`src/rtl/shift_sched_32_pkg.sv`:
```
// Shared constants for the two-requester shift/rotate scheduler.
// Contents: operation encodings, FSM state encodings, data/amount widths.
// Everything here is pure declarations; no logic or timing.
package shift_sched_32_pkg;

    localparam int DATA_W = 32;
    localparam int AMT_W  = 5;

    // Operation encodings carried on reqN_op; 101..111 are reserved.
    typedef enum logic [2:0] {
        OP_ROR  = 3'b000,
        OP_ROL  = 3'b001,
        OP_SHR  = 3'b010,
        OP_SHL  = 3'b011,
        OP_SHRA = 3'b100
    } op_t;

    // Scheduler FSM states.
    typedef enum logic [1:0] {
        ST_IDLE = 2'd0,
        ST_EXEC = 2'd1,
        ST_RESP = 2'd2
    } state_t;

endpackage

```
`src/rtl/shift_sched_32_if.sv`:
```
// Request/response bundle between two requesters, one consumer and the scheduler.
// Ports: req0_*/req1_* valid-ready operation channels, rsp_* result channel.
// master = requester/consumer side, slave = scheduler side.
interface shift_sched_32_if;
    import shift_sched_32_pkg::*;

    logic                req0_valid;
    logic                req0_ready;
    logic [2:0]          req0_op;
    logic [DATA_W-1:0]   req0_a;
    logic [AMT_W-1:0]    req0_amt;

    logic                req1_valid;
    logic                req1_ready;
    logic [2:0]          req1_op;
    logic [DATA_W-1:0]   req1_a;
    logic [AMT_W-1:0]    req1_amt;

    logic                rsp_valid;
    logic                rsp_ready;
    logic [DATA_W-1:0]   rsp_z;
    logic                rsp_id;
    logic                rsp_err;

    modport master (
        output req0_valid, req0_op, req0_a, req0_amt,
        output req1_valid, req1_op, req1_a, req1_amt,
        output rsp_ready,
        input  req0_ready, req1_ready,
        input  rsp_valid, rsp_z, rsp_id, rsp_err
    );

    modport slave (
        input  req0_valid, req0_op, req0_a, req0_amt,
        input  req1_valid, req1_op, req1_a, req1_amt,
        input  rsp_ready,
        output req0_ready, req1_ready,
        output rsp_valid, rsp_z, rsp_id, rsp_err
    );

endinterface

```
`src/rtl/rot_mask_32.sv`:
```
// Purpose: 32-bit rotate-right core plus per-op masking (ROR/ROL/SHR/SHL/SHRA).
// Latency: purely combinational. Backpressure: none.
// Ports: a operand, op encoding, amt amount -> z result, err (reserved op, z=0).
module rot_mask_32
    import shift_sched_32_pkg::*;
(
    input  logic [DATA_W-1:0] a,
    input  logic [2:0]        op,
    input  logic [AMT_W-1:0]  amt,
    output logic [DATA_W-1:0] z,
    output logic              err
);

    logic              left;
    logic [AMT_W-1:0]  r;
    logic [DATA_W-1:0] z_rot;
    logic [DATA_W-1:0] keep_hi;
    logic [DATA_W-1:0] keep_lo;

    always_comb begin
        // Left operations reuse the right rotator with amount (32 - amt) mod 32,
        // which in 5 bits is simply the two's complement of amt.
        left    = (op == OP_ROL) || (op == OP_SHL);
        r       = left ? (5'd0 - amt) : amt;
        // r == 0 makes the left term shift by 32, which yields 0 and leaves z_rot = a.
        z_rot   = (a >> r) | (a << (6'd32 - {1'b0, r}));
        keep_hi = 32'hFFFF_FFFF >> amt;   // bits that survive a right shift
        keep_lo = 32'hFFFF_FFFF << amt;   // bits that survive a left shift
        z       = z_rot;
        err     = 1'b0;
        case (op)
            OP_ROR, OP_ROL: z = z_rot;
            OP_SHR:         z = z_rot & keep_hi;
            OP_SHL:         z = z_rot & keep_lo;
            OP_SHRA:        z = (z_rot & keep_hi) | (a[31] ? ~keep_hi : 32'd0);
            default: begin
                z   = '0;
                err = 1'b1;
            end
        endcase
    end

endmodule

```
`src/rtl/shift_sched_32.sv`:
```
// Purpose: shares one rotate/mask datapath between two requesters, round-robin, one op in flight.
// Latency: accept cycle -> EXEC -> RESP; rsp_valid is high two cycles after the accept cycle.
// Backpressure: result held stable until rsp_ready; no request accepted outside IDLE (1 op / 3 cycles).
// Ports: clk, reset_n (async, active-low), bus (slave modport of shift_sched_32_if).
module shift_sched_32
    import shift_sched_32_pkg::*;
(
    input  logic             clk,
    input  logic             reset_n,
    shift_sched_32_if.slave  bus
);

    state_t            state;
    logic              last_gnt;
    logic [2:0]        op_q;
    logic [DATA_W-1:0] a_q;
    logic [AMT_W-1:0]  amt_q;
    logic              id_q;

    logic              rsp_valid_q;
    logic [DATA_W-1:0] rsp_z_q;
    logic              rsp_id_q;
    logic              rsp_err_q;

    logic              gnt_id;
    logic              idle_ok;
    logic              rdy0;
    logic              rdy1;
    logic              xfer;
    logic [DATA_W-1:0] dp_z;
    logic              dp_err;

    // On a tie the requester not granted last wins; otherwise the lone valid one.
    assign gnt_id  = (bus.req0_valid && bus.req1_valid) ? ~last_gnt : bus.req1_valid;
    // reset_n gates ready so it is low for the whole time reset is held.
    assign idle_ok = (state == ST_IDLE) && reset_n;
    assign rdy0    = idle_ok && bus.req0_valid && !gnt_id;
    assign rdy1    = idle_ok && bus.req1_valid &&  gnt_id;
    assign xfer    = rdy0 || rdy1;

    assign bus.req0_ready = rdy0;
    assign bus.req1_ready = rdy1;
    assign bus.rsp_valid  = rsp_valid_q;
    assign bus.rsp_z      = rsp_z_q;
    assign bus.rsp_id     = rsp_id_q;
    assign bus.rsp_err    = rsp_err_q;

    rot_mask_32 u_rot_mask (
        .a   (a_q),
        .op  (op_q),
        .amt (amt_q),
        .z   (dp_z),
        .err (dp_err)
    );

    always_ff @(posedge clk or negedge reset_n) begin
        if (!reset_n) begin
            state       <= ST_IDLE;
            last_gnt    <= 1'b1;   // requester 0 wins the first tie
            op_q        <= '0;
            a_q         <= '0;
            amt_q       <= '0;
            id_q        <= 1'b0;
            rsp_valid_q <= 1'b0;
            rsp_z_q     <= '0;
            rsp_id_q    <= 1'b0;
            rsp_err_q   <= 1'b0;
        end else begin
            case (state)
                ST_IDLE: begin
                    if (xfer) begin
                        op_q     <= gnt_id ? bus.req1_op  : bus.req0_op;
                        a_q      <= gnt_id ? bus.req1_a   : bus.req0_a;
                        amt_q    <= gnt_id ? bus.req1_amt : bus.req0_amt;
                        id_q     <= gnt_id;
                        last_gnt <= gnt_id;
                        state    <= ST_EXEC;
                    end
                end
                ST_EXEC: begin
                    rsp_z_q     <= dp_z;
                    rsp_err_q   <= dp_err;
                    rsp_id_q    <= id_q;
                    rsp_valid_q <= 1'b1;
                    state       <= ST_RESP;
                end
                ST_RESP: begin
                    if (bus.rsp_ready) begin
                        rsp_valid_q <= 1'b0;
                        state       <= ST_IDLE;
                    end
                end
                default: state <= ST_IDLE;
            endcase
        end
    end

endmodule
```
`src/flat_wrapper.sv`:
```
// flat-port wrapper written by rule: the top's interface ports become plain ports
module shift_sched_32_flat import shift_sched_32_pkg::*;
  (clk, reset_n, bus_req0_valid, bus_req0_op, bus_req0_a, bus_req0_amt, bus_req1_valid, bus_req1_op, bus_req1_a, bus_req1_amt, bus_rsp_ready, bus_req0_ready, bus_req1_ready, bus_rsp_valid, bus_rsp_z, bus_rsp_id, bus_rsp_err);
  shift_sched_32_if bus_i ();
  input  logic clk;
  input  logic reset_n;
  input wire logic [$bits(bus_i.req0_valid)-1:0] bus_req0_valid;
  input wire logic [$bits(bus_i.req0_op)-1:0] bus_req0_op;
  input wire logic [$bits(bus_i.req0_a)-1:0] bus_req0_a;
  input wire logic [$bits(bus_i.req0_amt)-1:0] bus_req0_amt;
  input wire logic [$bits(bus_i.req1_valid)-1:0] bus_req1_valid;
  input wire logic [$bits(bus_i.req1_op)-1:0] bus_req1_op;
  input wire logic [$bits(bus_i.req1_a)-1:0] bus_req1_a;
  input wire logic [$bits(bus_i.req1_amt)-1:0] bus_req1_amt;
  input wire logic [$bits(bus_i.rsp_ready)-1:0] bus_rsp_ready;
  output wire logic [$bits(bus_i.req0_ready)-1:0] bus_req0_ready;
  output wire logic [$bits(bus_i.req1_ready)-1:0] bus_req1_ready;
  output wire logic [$bits(bus_i.rsp_valid)-1:0] bus_rsp_valid;
  output wire logic [$bits(bus_i.rsp_z)-1:0] bus_rsp_z;
  output wire logic [$bits(bus_i.rsp_id)-1:0] bus_rsp_id;
  output wire logic [$bits(bus_i.rsp_err)-1:0] bus_rsp_err;
  assign bus_i.req0_valid = bus_req0_valid;
  assign bus_i.req0_op = bus_req0_op;
  assign bus_i.req0_a = bus_req0_a;
  assign bus_i.req0_amt = bus_req0_amt;
  assign bus_i.req1_valid = bus_req1_valid;
  assign bus_i.req1_op = bus_req1_op;
  assign bus_i.req1_a = bus_req1_a;
  assign bus_i.req1_amt = bus_req1_amt;
  assign bus_i.rsp_ready = bus_rsp_ready;
  assign bus_req0_ready = bus_i.req0_ready;
  assign bus_req1_ready = bus_i.req1_ready;
  assign bus_rsp_valid = bus_i.rsp_valid;
  assign bus_rsp_z = bus_i.rsp_z;
  assign bus_rsp_id = bus_i.rsp_id;
  assign bus_rsp_err = bus_i.rsp_err;
  shift_sched_32 u_core (.clk(clk), .reset_n(reset_n), .bus(bus_i));
endmodule
```
`config.mk`:
```
export PLATFORM = sky130hd
export DESIGN_NAME = shift_sched_32_flat
export DESIGN_NICKNAME = d
export VERILOG_FILES = /design/src/rtl/shift_sched_32_pkg.sv /design/src/rtl/shift_sched_32_if.sv /design/src/rtl/rot_mask_32.sv /design/src/rtl/shift_sched_32.sv /design/src/flat_wrapper.sv
export SDC_FILE = /design/constraint.sdc
export NUM_CORES = 1
export LEC_CHECK = 0
export CAP_MARGIN = 20
export CORE_ASPECT_RATIO = 1.2
export CORE_MARGIN = 2
export CORE_UTILIZATION = 50
export CTS_CLUSTER_SIZE = 10
export DETAILED_ROUTE_END_ITERATION = 8
export PLACE_DENSITY_LB_ADDON = 0.08
export SYNTH_ARGS = -nofsm -noshare
export SYNTH_HDL_FRONTEND = slang
export SYNTH_HIERARCHICAL = 1
export SYNTH_SLANG_ARGS = --single-unit
```
`constraint.sdc`:
```
create_clock -name clk -period 6.95 [get_ports clk]
set_clock_uncertainty 0.1 [all_clocks]
set_input_delay 0.695 -clock clk [delete_from_list [all_inputs] [get_ports clk]]
set_output_delay 0.695 -clock clk [all_outputs]
set_load 0.005 [all_outputs]
```
==> reports/metrics.cfg, run 1 <==
[status]
outcome=completed

[sta]
period_minus_slack_ps=4950
fin_crit_sh_pct=71.3
rsz0062_at_grt=no
finalSetupTns_ps=0
tightest_slew_ps=1050
finalHoldViolCount=0
finalMaxSlewViolations=0
fmax_ghz=0.202
relSlewSlack_pct=30.0
setup_slack_ps=2000
finalSetupViolCount=0

[logic_synthesis]
ys_warn_count=6
synth-main-ff-cell=dfrtp_1
netlist_area_um2=8710
avgSynthCellArea_um2=8.30
async_flop_share_pct=100
ys_types=83
synth_edf_count=0
syn_inst=1049
ys_seq_area_share_pct=22.7
syn_nets=1138
ys_ff_latch=79

[worst_setup_path]
cpPeakStageDelay_ps=810
path_buf_inv=1
crit_type=reg -> reg
crit_path_max_fanout=23
slowest_stage=a2111oi_0
cp-start-kind=flop
crit_family=compound AO/OA/AOI/OAI gates
critical_path_arrival_ps=5090
cp_data_required_time_ps=7090
cp-end-kind=flop
crit_top_cell=ha_1
path_cells=inv_1 -> ha_1 -> ha_1 -> nand3b_1 -> a21boi_4 -> o2111ai_1 -> mux2i_4 -> nor2_1 -> a2111oi_0 -> o22ai_1 -> mux2_1

[floorplan]
rows=52
ioPinCount=122
core-area_um2=17000
die_w_um=124
dieArea_um2=18500
die_h_um=149
start_util_pct=51.3

[route]
top_layer_used=met4
dr.pass1.iters=6
ant_nets=0
routed-wl-met3_um=3160
wirelength_um=34900
drt-met1-wl_um=13400
wl_met2_um=16200
via_count=9369
vias_per_cell=7.13
avgRoutedWirePerCell_um=26.5
dr.first_iter.drc_count=1133
route.detailed.drc=0

[layout]
drive_gt1_share_pct=11.5
diodes=0
area_growth_pct=16.8
layout.nets=1182

[grt]
grt_pass1_wl_um=53300
antenna_found_initial=1
grt-ovfl-total=0
grt_pass1_vias=8681
grt_max_degree=76
grtUsageTotal_pct=37.1

[clocking]
cts_buffers=9
h-tree-depth=3
insertion_delay_ps=350
clock_tree.buffer_depth=2
cts_tree=built
cts_hold_buffers=0
cts_setup_buffers=0
clk_pin_slew_ps=70
root_buffer=clkbuf_16
clock_sinks=79
cts_resized=0

[worst_hold_path]
hp-class=in -> async

[placement]
hpwlAfterDp_um=25400
port_buffers=121
dp_slack_ps=2200
gp_congestion=1.10

[run]
drv_cap=0

## registers in the layout, indices dropped and copies added (netlist names)
signal / flops
u_core/a_q: 32
u_core/bus.rsp_z: 32
u_core/amt_q: 5
u_core/op_q: 3
u_core/state: 2
u_core/bus.rsp_err: 1
u_core/bus.rsp_id: 1
u_core/bus.rsp_valid: 1
u_core/id_q: 1
u_core/last_gnt: 1
## worst register-to-register path: stages (launching register included)
cell       delay, ps
dfrtp_2          540
inv_1            450
ha_1             420
ha_1             310
nand3b_1         150
a21boi_4         730
o2111ai_1        340
mux2i_4          420
nor2_1           110
a2111oi_0        810
o22ai_1          130
mux2_1           320
## final timing paths
| path | endpoint | cells past startpoint | slack (ps) | startpoint |
|---|---|---|---|---|
| setup / recovery | u_core/bus.rsp_z[22] | 11 | 2000 | u_core/amt_q[0] |
| hold / removal | u_core/bus.rsp_z[20] | 1 | 200 | reset_n |
| setup reg to reg | u_core/bus.rsp_z[22] | 11 | 2000 | u_core/amt_q[0] |
| hold reg to reg | u_core/bus.rsp_z[2] | 1 | 380 | u_core/bus.rsp_z[2] |
| max in group asynchronous | u_core/amt_q[0] | 2 | 5480 | reset_n |
| min in group clk | u_core/bus.rsp_z[2] | 1 | 380 | u_core/bus.rsp_z[2] |
## routing by layer
layer | global-route usage (%) | vias to the layer above
met1 | 47.0 | 4423
met5 | 0 | -
li1 | - | 4177
met4 | 19.8 | 0
met2 | 60.0 | 627
met3 | 7.16 | 142
## logic make-up after synthesis
group           Yosys count  synth area share (%)
compound gates          430                  36.2
xor+xnor                  5                 0.761
fa+ha+maj                 4                 0.575
buf+inv                 125                  6.65
flops                    79                  22.7
mux                     123                  16.9
simple gates            283                  16.2
## metrics by stage
| step | util [%] | cell area (um2) | hold WS [ps] | cells |
|---|---|---|---|---|
| global placement | 57.9 | 9840 | 368 | 1296 |
| detailed placement | 57.9 | 9840 | 374 | 1296 |
| floorplan | - | 8710 | 299 | 1049 |
| finish | 59.9 | 10200 | 197 | 1314 |
| global route | 59.9 | 10200 | 245 | 1314 |
| CTS | 59.7 | 10100 | 212 | 1312 |
## cells in the mapped netlist, drive strengths merged, types with 40 or more instances
cell type | n | area, um2
a211oi | 41 | 318
a21oi | 114 | 574
a2bb2oi | 40 | 532
buf | 47 | 287
clkbuf | 64 | 240
dfrtp | 78 | 1950
mux2 | 43 | 484
mux2i | 66 | 673
nand2 | 81 | 307
nand3 | 59 | 295
nor2 | 60 | 240
o21ai | 59 | 299
o32ai | 47 | 412
## area by class of cell
type                            count  area, um2
Sequential cell                    79       1980
Fill cell                        1570       6810
Multi-Input combinational cell    845       6170
Timing Repair Buffer              144       1390
Inverter                           14       52.6
Clock buffer                       11        243
Tap cell                          216        270
Clock inverter                      5       63.8
## placed cells by master, fill, tap and decap left out, drive strengths merged, types with 6 or more instances in the layout
cell,n
and2,14
o21ai,59
clkdlybuf4s50,120
mux2,43
buf,24
a221oi,8
inv,16
a21o,6
o211ai,18
a211o,6
a2bb2oi,40
clkbuf,11
a211oi,41
a21oi,114
nor3,13
nor2,60
a31oi,19
and3,7
nor2b,22
nand4,6
o22ai,18
mux2i,66
dfrtp,78
mux4,14
nand3,59
nand2,81
o32ai,47
Power of run 1 is not shown: default switching activity piles up to over one toggle a cycle in this logic, so the estimate is an artifact.
==> run 2, diff against run 1 <==
==> constraint.sdc (replaced) <==
create_clock -name clk -period 4.1 [get_ports clk]
set_clock_uncertainty 0.1 [all_clocks]
set_input_delay 0.41 -clock clk [delete_from_list [all_inputs] [get_ports clk]]
set_output_delay 0.41 -clock clk [all_outputs]
set_load 0.005 [all_outputs]
==> reports/metrics.cfg, run 2 (synthesis results as in run 1) <==
[worst_setup_path]
cp-start-kind=flop  ; unchanged
critical_path_arrival_ps=4110  ; was 5090 ps
cp_data_required_time_ps=4240  ; was 7090 ps
regToRegStartpoint=u_core/amt_q[0]  ; unchanged
crit_path_max_fanout=32  ; was 23
reg2reg_depth=12  ; was 11
crit_type=reg -> reg  ; unchanged
critPathLaunch=u_core/amt_q[0]  ; unchanged
r2r-end=u_core/bus.rsp_z[20]  ; was u_core/bus.rsp_z[22]
rrSetupSlack_ps=140  ; was 2000 ps
cp-end-kind=flop  ; unchanged

[grt]
antenna_found_initial=0  ; was 1
grtUsageTotal_pct=38.2  ; was 37.1%
grt_max_degree=92  ; was 76
grt-ovfl-total=0  ; unchanged
grt_pass1_vias=9031  ; was 8681
grt_pass1_wl_um=54500  ; was 53300 um

[sta]
tightest_slew_ps=1080  ; was 1050 ps
finalMaxSlewViolations=0  ; unchanged
period_minus_slack_ps=3960  ; was 4950 ps
finalSetupViolCount=0  ; unchanged
fmax_ghz=0.252  ; was 0.202 GHz
finalHoldViolCount=0  ; unchanged
fin_crit_sh_pct=96.7  ; was 71.3%
setup_slack_ps=136  ; was 2000 ps
finalSetupTns_ps=0  ; unchanged
rsz0062_at_grt=no  ; unchanged
relSlewSlack_pct=27.2  ; was 30.0%

[placement]
hpwlAfterDp_um=27500  ; was 25400 um
gp_congestion=1.06  ; was 1.10
dp_slack_ps=229  ; was 2200 ps
port_buffers=121  ; unchanged

[floorplan]
start_util_pct=51.3  ; unchanged
die_h_um=149  ; unchanged
core-area_um2=17000  ; unchanged
ioPinCount=122  ; unchanged
rows=52  ; unchanged
dieArea_um2=18500  ; unchanged
die_w_um=124  ; unchanged

[route]
route.detailed.drc=0  ; unchanged
dr.first_iter.drc_count=1011  ; was 1133
avgRoutedWirePerCell_um=26.6  ; was 26.5 um
via_count=9473  ; was 9369
dr.pass1.iters=6  ; unchanged
vias_per_cell=7.09  ; was 7.13
ant_nets=0  ; unchanged
wirelength_um=35600  ; was 34900 um

[clocking]
h-tree-depth=3  ; unchanged
cts_tree=built  ; unchanged
insertion_delay_ps=360  ; was 350 ps
root_buffer=clkbuf_16  ; unchanged
clock_sinks=79  ; unchanged
clock_tree.buffer_depth=2  ; unchanged
cts_buffers=9  ; unchanged
clk_pin_slew_ps=70  ; about the same
cts_setup_buffers=0  ; unchanged

[layout]
layout.nets=1205  ; was 1182
diodes=0  ; unchanged
final_common_cell=clkdlybuf4s50_1  ; unchanged
layout_common_cells=120 x clkdlybuf4s50_1, 113 x a21oi_1, 80 x nand2_1  ; unchanged
area_growth_pct=19.2  ; was 16.8%
drive_gt1_share_pct=13.3  ; was 11.5%

[status]
outcome=completed  ; unchanged

[run]
drv_cap=0  ; unchanged

[worst_hold_path]
hp-class=reg -> reg  ; was in -> async
whs_endpoint=u_core/bus.rsp_z[24]
hold_path_depth=1
hp-start=u_core/bus.rsp_z[24]

-- run 2: how the worst max path moves through the flow --
stage	endpoint	slack [ps]	depth (start not counted)
floorplan	u_core/bus.rsp_z[27]	360	14
global placement	u_core/bus.rsp_z[20]	240	10
detailed placement	u_core/bus.rsp_z[20]	230	10
CTS	u_core/bus.rsp_z[20]	190	10
global route	u_core/bus.rsp_z[20]	160	12
finish	u_core/bus.rsp_z[20]	140	12
-- run 2: stage by stage --
| step | util, % | hold slack [ps] | area [um2] | cells |
|---|---|---|---|---|
| floorplan | - | 14.4 | 8710 | 1049 |
| global placement | 58.9 | 270 | 10000 | 1317 |
| detailed placement | 58.9 | 273 | 10000 | 1317 |
| CTS | 60.7 | 390 | 10300 | 1334 |
| global route | 61.1 | 402 | 10400 | 1337 |
| finish | 61.1 | 383 | 10400 | 1337 |
-- run 2: final cells by class --
cell class	instances	area, um2
repair buffers	167	1610
clock buffers	9	225
fillers	1564	6600
well taps	216	270
inverters	14	52.6
clock inverters	7	77.6
multi-input cells	845	6170
flip-flops and latches	79	1980
-- run 2: metal layers --
layer / track usage, % / vias to the layer above / wire length [um]
li1: - / 4231 / -
met1: 47.3 / 4506 / 13700
met2: 62.2 / 599 / 16800
met3: 6.94 / 137 / 2810
met4: 23.4 / 0 / 2310
met5: 0 / - / 0
-- run 2: repair_timing --
action	CTS	global route
hold buffers	1	0
endpoints found under the setup margin	0	3
endpoints found under the hold margin	27	0
gates resized for setup	0	1
-- run 2: worst max-delay path, cell delays in order, from the launching register on --
cell	delay, ps
dfrtp_2	370
inv_1	60
ha_1	210
ha_1	300
nand3b_1	150
a21boi_4	350
xnor2_2	150
buf_4	350
mux2i_1	580
nor3_1	90
o41ai_1	520
o21ai_0	260
mux2_1	350
Power of run 2 is left out for the same reason.
